File: config.mk
export PLATFORM = sky130hd
export DESIGN_NAME = vm_coin_front
export DESIGN_NICKNAME = d
export VERILOG_FILES = /design/src/rtl/vm_coin_front.sv
export SDC_FILE = /design/constraint.sdc
export NUM_CORES = 1
export LEC_CHECK = 0
export ABC_AREA = 1
export CAP_MARGIN = 5
export CORE_MARGIN = 2
export CORE_UTILIZATION = 55
export CTS_BUF_LIST = sky130_fd_sc_hd__clkbuf_16
export CTS_CLUSTER_DIAMETER = 200
export DETAILED_ROUTE_END_ITERATION = 8
export HOLD_SLACK_MARGIN = 0.12
export PLACE_DENSITY = 0.82
export SLEW_MARGIN = 20
export SYNTH_ARGS = -nofsm -noshare
export SYNTH_HDL_FRONTEND = slang
export SYNTH_SLANG_ARGS = --single-unit
File: constraint.sdc
create_clock -name clk -period 5.8 [get_ports clk]
set_clock_uncertainty 0.2 [all_clocks]
set_input_delay 1.16 -clock clk [delete_from_list [all_inputs] [get_ports clk]]
set_output_delay 1.16 -clock clk [all_outputs]
set_load 0.05 [all_outputs]
File: src/rtl/vm_coin_front.sv
// -----------------------------------------------------------------------------
// vm_coin_front
//
// Front-end stage for the vending FSM. It conditions the raw user buttons,
// keeps the coin credit, tells the downstream FSM when enough credit has been
// inserted, deducts the price once a beverage is dispensed, and pays back any
// refunded credit one unit per cycle.
//
// Ports
//   clk          in   system clock, rising edge
//   rst          in   synchronous, active-high reset
//   coin_valid   in   single-cycle coin-accepted strobe (clk domain)
//   coin_val     in   coin value in units, qualified by coin_valid (0 = ignore)
//   sel_btn      in   raw asynchronous selection button level
//   refund_btn   in   raw asynchronous refund button level
//   beverage     in   dispense indication from the downstream FSM
//   coin         out  single-cycle pulse: credit covers the price
//   selection    out  single-cycle pulse: user selected
//   refund       out  single-cycle pulse: user cancelled after arming
//   credit       out  current credit
//   change_pulse out  one cycle high per unit returned
//   change_busy  out  high while change is being paid out
//   coin_reject  out  single-cycle pulse: coin refused
// -----------------------------------------------------------------------------
module vm_coin_front #(
   parameter int PRICE        = 5,
   parameter int CREDIT_W     = 4,
   parameter int MAX_CREDIT   = 15,
   parameter int VEND_TIMEOUT = 4
) (
   input  logic                clk,
   input  logic                rst,
   input  logic                coin_valid,
   input  logic [2:0]          coin_val,
   input  logic                sel_btn,
   input  logic                refund_btn,
   input  logic                beverage,
   output logic                coin,
   output logic                selection,
   output logic                refund,
   output logic [CREDIT_W-1:0] credit,
   output logic                change_pulse,
   output logic                change_busy,
   output logic                coin_reject
);

   localparam int SUM_W = CREDIT_W + 1;
   localparam int CNT_W = $clog2(VEND_TIMEOUT + 1);

   localparam logic [CREDIT_W-1:0] PRICE_C      = CREDIT_W'(PRICE);
   localparam logic [SUM_W-1:0]    MAX_C        = SUM_W'(MAX_CREDIT);
   localparam logic [CNT_W-1:0]    TIMEOUT_LAST = CNT_W'(VEND_TIMEOUT - 1);

   typedef enum logic [1:0] {
      ST_ACCUM     = 2'd0,
      ST_ARMED     = 2'd1,
      ST_VEND_WAIT = 2'd2,
      ST_CHANGE    = 2'd3
   } state_e;

   state_e              state_q, state_d;
   logic [CREDIT_W-1:0] credit_q, credit_d;
   logic [CNT_W-1:0]    cnt_q, cnt_d;

   // Button conditioning: two synchronizer stages plus one edge-history stage.
   logic sel_s1_q, sel_s2_q, sel_s3_q;
   logic ref_s1_q, ref_s2_q, ref_s3_q;

   logic coin_q, coin_d;
   logic selection_q, selection_d;
   logic refund_q, refund_d;
   logic change_pulse_q, change_pulse_d;
   logic change_busy_q, change_busy_d;
   logic coin_reject_q, coin_reject_d;

   logic                sel_edge, refund_edge;
   logic                coin_seen, coin_fits, coin_bad;
   logic [SUM_W-1:0]    credit_sum;
   logic [CREDIT_W-1:0] credit_add;

   assign sel_edge    = sel_s2_q & ~sel_s3_q;
   assign refund_edge = ref_s2_q & ~ref_s3_q;

   // A zero-valued coin is treated as no coin at all: neither added nor rejected.
   assign coin_seen  = coin_valid && (coin_val != 3'd0);
   assign credit_sum = {1'b0, credit_q} + SUM_W'(coin_val);
   assign coin_fits  = (credit_sum <= MAX_C);
   assign coin_bad   = coin_seen && !coin_fits;
   // Credit after this cycle's coin, for the states that accept coins.
   assign credit_add = (coin_seen && coin_fits) ? credit_sum[CREDIT_W-1:0] : credit_q;

   // ---------------------------------------------------------------------------
   // State register (all flops, including the registered outputs)
   // ---------------------------------------------------------------------------
   // NOTE: every flop uses non-blocking assignment so all registers update from
   // the same pre-edge values, regardless of statement order.
   always_ff @(posedge clk) begin
      if (rst) begin
         state_q        <= ST_ACCUM;
         credit_q       <= '0;
         cnt_q          <= '0;
         sel_s1_q       <= 1'b0;
         sel_s2_q       <= 1'b0;
         sel_s3_q       <= 1'b0;
         ref_s1_q       <= 1'b0;
         ref_s2_q       <= 1'b0;
         ref_s3_q       <= 1'b0;
         coin_q         <= 1'b0;
         selection_q    <= 1'b0;
         refund_q       <= 1'b0;
         change_pulse_q <= 1'b0;
         change_busy_q  <= 1'b0;
         coin_reject_q  <= 1'b0;
      end else begin
         state_q        <= state_d;
         credit_q       <= credit_d;
         cnt_q          <= cnt_d;
         sel_s1_q       <= sel_btn;
         sel_s2_q       <= sel_s1_q;
         sel_s3_q       <= sel_s2_q;
         ref_s1_q       <= refund_btn;
         ref_s2_q       <= ref_s1_q;
         ref_s3_q       <= ref_s2_q;
         coin_q         <= coin_d;
         selection_q    <= selection_d;
         refund_q       <= refund_d;
         change_pulse_q <= change_pulse_d;
         change_busy_q  <= change_busy_d;
         coin_reject_q  <= coin_reject_d;
      end
   end

   // ---------------------------------------------------------------------------
   // Next-state logic
   // ---------------------------------------------------------------------------
   // NOTE: every variable assigned here gets a default first, so no path can
   // leave it unassigned and infer a latch.
   always_comb begin
      state_d  = state_q;
      credit_d = credit_q;
      cnt_d    = cnt_q;
      case (state_q)
         ST_ACCUM: begin
            credit_d = credit_add;
            // Downstream is idle here, so a refund goes straight to payout.
            if (refund_edge && (credit_add != '0)) begin
               state_d = ST_CHANGE;
            end else if (credit_add >= PRICE_C) begin
               // Covers both a fresh coin and leftover credit from a vend.
               state_d = ST_ARMED;
            end
         end
         ST_ARMED: begin
            // The coin is added first; a refund then returns the whole credit.
            credit_d = credit_add;
            if (refund_edge) begin
               state_d = ST_CHANGE;
            end else if (sel_edge) begin
               state_d = ST_VEND_WAIT;
               cnt_d   = '0;
            end
         end
         ST_VEND_WAIT: begin
            cnt_d = cnt_q + CNT_W'(1);
            if (beverage) begin
               credit_d = credit_q - PRICE_C;
               state_d  = ST_ACCUM;
            end else if (cnt_q == TIMEOUT_LAST) begin
               // Downstream never answered: give the customer everything back.
               state_d = ST_CHANGE;
            end
         end
         ST_CHANGE: begin
            if (credit_q != '0) begin
               credit_d = credit_q - CREDIT_W'(1);
            end else begin
               state_d = ST_ACCUM;
            end
         end
         default: begin
            state_d = ST_ACCUM;
         end
      endcase
   end

   // ---------------------------------------------------------------------------
   // Output logic (next values of the registered outputs)
   // ---------------------------------------------------------------------------
   always_comb begin
      coin_d         = 1'b0;
      selection_d    = 1'b0;
      refund_d       = 1'b0;
      change_pulse_d = 1'b0;
      coin_reject_d  = 1'b0;
      case (state_q)
         ST_ACCUM: begin
            coin_reject_d = coin_bad;
            coin_d        = !(refund_edge && (credit_add != '0)) && (credit_add >= PRICE_C);
         end
         ST_ARMED: begin
            coin_reject_d = coin_bad;
            refund_d      = refund_edge;
            selection_d   = sel_edge && !refund_edge;
         end
         ST_VEND_WAIT: begin
            coin_reject_d = coin_seen;
         end
         ST_CHANGE: begin
            coin_reject_d  = coin_seen;
            change_pulse_d = (credit_q != '0);
         end
         default: begin
            coin_reject_d = 1'b0;
         end
      endcase
      change_busy_d = (state_d == ST_CHANGE);
   end

   assign coin         = coin_q;
   assign selection    = selection_q;
   assign refund       = refund_q;
   assign credit       = credit_q;
   assign change_pulse = change_pulse_q;
   assign change_busy  = change_busy_q;
   assign coin_reject  = coin_reject_q;

endmodule

==> flow_metrics.py <==
metrics = {
    "run_status": {
        "run_status": "finished clean",
    },
    "sta": {
        "fin_tns_setup_ps": 0,
        "final_hold_fails": 0,
        "final_setup_violation_count": 0,
        "max-slew-margin-rel": 0.545,
        "max_clock_freq_ghz": 0.303,
        "rsz0062_at_grt": "false",
        "fin_crit_ps": 3310,
        "final_max_slew_viol_count": 0,
        "timing.final.crit_share": 0.570,
        "least_margin_pin_slew_ps": 680,
        "whs_ps": 202,
    },
    "clock_network": {
        "postCtsSetupRepairBufs": 0,
        "number_of_buffers_inserted_by_hold_repair_at_cts": 0,
        "resize_count_post_cts": 0,
        "numCtsBuffers": 3,
        "clock_transition_time_at_the_flip_flop_clock_pins_of_the_worst_setup_and_hold_paths_ps": 60,
        "cts_tree": "yes",
        "worstSkewPairLatency_ps": 250,
        "cts.path.max_buffers": 2,
        "numClockSinks": 21,
        "htree_num_levels": 1,
        "cts.root.buffer_cell": "clkbuf_16",
    },
    "worst_setup_path": {
        "critical_path.startpoint_type": "input pin",
        "crit_chain": "clkdlybuf4s50_1, ha_1, fa_1, nand3_2, nand2_2, nor2_4, nand2_1, nand2_1, nor2_1, nand2_1, nand3_1, nand3_1, nand2_1, nor2_1",
        "peak_fanout_along_the_critical_path": 6,
        "crit_path_top_delay_cell": "clkdlybuf4s50_1",
        "cpMostUsedCell": "nand2_1",
        "end_kind": "flop",
        "worst-r2r-cell-count": 13,
        "crit_type": "input pin to flop",
        "timing.critical_path.required_ps": 5790,
        "critPathArrivalTime_ps": 3300,
        "cpPeakStageDelay_ps": 440,
    },
    "place": {
        "gp_congestion": 0.933,
        "detailed_place_hpwl_um": 1750,
        "placement.io_buffers": 18,
        "dp_cells": 193,
    },
    "synthesis": {
        "syn-cell-area_um2": 1130,
        "synth-seq-area-share": 0.370,
        "ys_warn_count": 0,
        "synthMuxAreaShare": 0,
        "synth_compound_area_frac": 0.137,
        "avgSynthCellArea_um2": 7.52,
        "ys_seq_elements": 21,
        "synth_cells": 151,
        "simple_gate_share_of_the_synthesized_area": 0.271,
        "synthesis.nets": 168,
        "netlist.area_leader.share": 0.370,
        "adder_cell_area_share_of_the_yosys_netlist": 0.0948,
        "synth_top_cell_by_area": "dfxtp_1",
        "yosys-top-cells-area": "dfxtp_1 37%, nand2_1 9.9%, inv_1 8.6%",
        "dominant_combinational_cell_family_by_area_after_synthesis": "simple AND/OR/NAND/NOR gates",
        "synth_xor_xnor_area_share": 0.0154,
        "post_synth_num_cell_types": 33,
    },
    "drt": {
        "routedWlPerCell_um": 12.7,
        "drt.antenna.violating_nets": 0,
        "total_via_count_after_detailed_routing": 1075,
        "detail_route.vias_per_cell": 5.46,
        "drt-total-wl_um": 2490,
        "post-route-drc-count": 0,
        "drt_first_iter_violations": 30,
        "drt_pass1_iterations": 5,
    },
    "final_layout": {
        "antenna_cells_inserted": 0,
        "layout.cells.non_filler": 197,
        "share_of_layout_cells_above_drive_strength_1": 0.106,
        "layout.filler_cells": 170,
        "finalCoreUtilization": 0.719,
        "fin_nets": 188,
        "area_delta_synth_final_pct": 24.3,
    },
    "power_and_ir_drop": {
        "power_density_over_the_cells_nw_per_um2": 401,
        "power.total_uw": 565,
        "leakage_uw": 0.000627,
        "vdd_ir_drop_max_v": 0.000208,
    },
    "floorplanning": {
        "die_width_um": 49.4,
        "die-area_um2": 2440,
        "io_pins": 19,
        "die_height_um": 49.4,
        "initial_utilization": 0.578,
        "core.rowCount": 16,
        "area_inside_the_core_boundary_um2": 1960,
    },
    "run": {
        "maxCapViolCount": 0,
    },
    "global_route": {
        "grt_use_total": 0.230,
        "antenna_violations_before_repair": 0,
        "largest_net_degree_at_the_start_of_global_routing": 18,
        "global_route.overflow_total": 0,
        "grt_first_pass_wirelength_um": 4310,
        "first_global_vias": 1040,
    },
    "worst_hold_path": {
        "min-delay-path-class": "flop to flop",
        "holdPathStages": 2,
    },
}
[worst max-delay path: cells and delay by family]
family | cells | cell delay [ps]
AND/OR/NAND/NOR | 11 | 1020
adder cells (fa/ha/maj) | 2 | 680
buffers and inverters | 1 | 440
[final cells by class]
class,instances,area [um^2],share of cell area
tap,27,33.8,0.0240
sequential,21,420,0.298
timing repair buffer,18,180,0.128
clock inverter,1,5.00,0.00355
inverter,28,108,0.0763
multi-input combinational,99,588,0.417
clock buffer,3,75.1,0.0532
[synth_stat cells]
cell type / n
nor4_1: 1
inv_1: 26
inv_4: 1
nor3_1: 2
o21ai_4: 1
a21oi_1: 10
buf_6: 1
a211o_2: 1
xor2_1: 1
clkbuf_1: 1
fa_1: 1
nand3_2: 1
xnor2_1: 1
a211oi_1: 1
a31oi_1: 1
nor2_4: 2
nand2_1: 30
o22ai_1: 1
o21ai_2: 1
ha_1: 7
nand3_1: 7
or2_2: 2
o21ai_0: 3
buf_1: 1
a221oi_2: 2
nor2_1: 17
nand2_2: 1
or2_4: 1
o21ai_1: 1
dfxtp_1: 21
nor3b_1: 1
nand4_1: 2
inv_2: 1
[per-layer routing]
layer	GRT usage	share of wire
met5	0	0
met4	0.0880	0.012
met3	0.0583	0.062
met2	0.401	0.51
met1	0.271	0.41
[final timing paths]
kind	from	endpoint	slack, ps
setup / recovery	coin_val[0]	change_busy	2490
hold / removal	sel_s1_q	sel_s2_q	200
setup reg to reg	credit[0]	change_busy	3500
hold reg to reg	sel_s1_q	sel_s2_q	200
[power by group]
| part | internal [uW] | total, uW | leakage, uW | switching [uW] |
|---|---|---|---|---|
| clock network | 92.6 | 146 | 0.0000409 | 53.8 |
| logic | 84.0 | 231 | 0.000415 | 147 |
| registers | 164 | 188 | 0.000171 | 24.6 |
[cell families (layout without fill, tap and decap cells)]
| logic type | after synthesis | count (layout) |
|---|---|---|
| compound gates | 22 | 22 |
| xor+xnor | 2 | 2 |
| fa+ha+maj | 8 | 8 |
| buf+inv | 31 | 50 |
| flops | 21 | 21 |
| simple gates | 67 | 67 |
[through the flow]
step | worst slack (ps) | area (um^2)
after CTS | 2520 | 1410
after floorplan | 2880 | 1130
after detailed placement | 2260 | 1330
final | 2490 | 1410
after global placement | 2370 | 1330
after global routing | 2360 | 1410
[cell usage in the layout, fill, tap and decap left out, types with 3 or more instances in the layout]
cell type	n
dfxtp_1	21
nor2_1	17
a21oi_1	10
inv_1	26
o21ai_0	3
ha_1	7
nand3_1	7
clkdlybuf4s50_1	18
clkbuf_16	3
nand2_1	30
[state kept, by name, indices dropped and copies added (netlist names)]
register,cells
sel_s2_q,1
change_pulse,1
sel_s3_q,1
ref_s3_q,1
credit,4
selection,1
coin,1
ref_s1_q,1
coin_reject,1
sel_s1_q,1
refund,1
ref_s2_q,1
change_busy,1
cnt_q,3
state_q,2
Note: power is estimated with default switching activity, not from simulation.
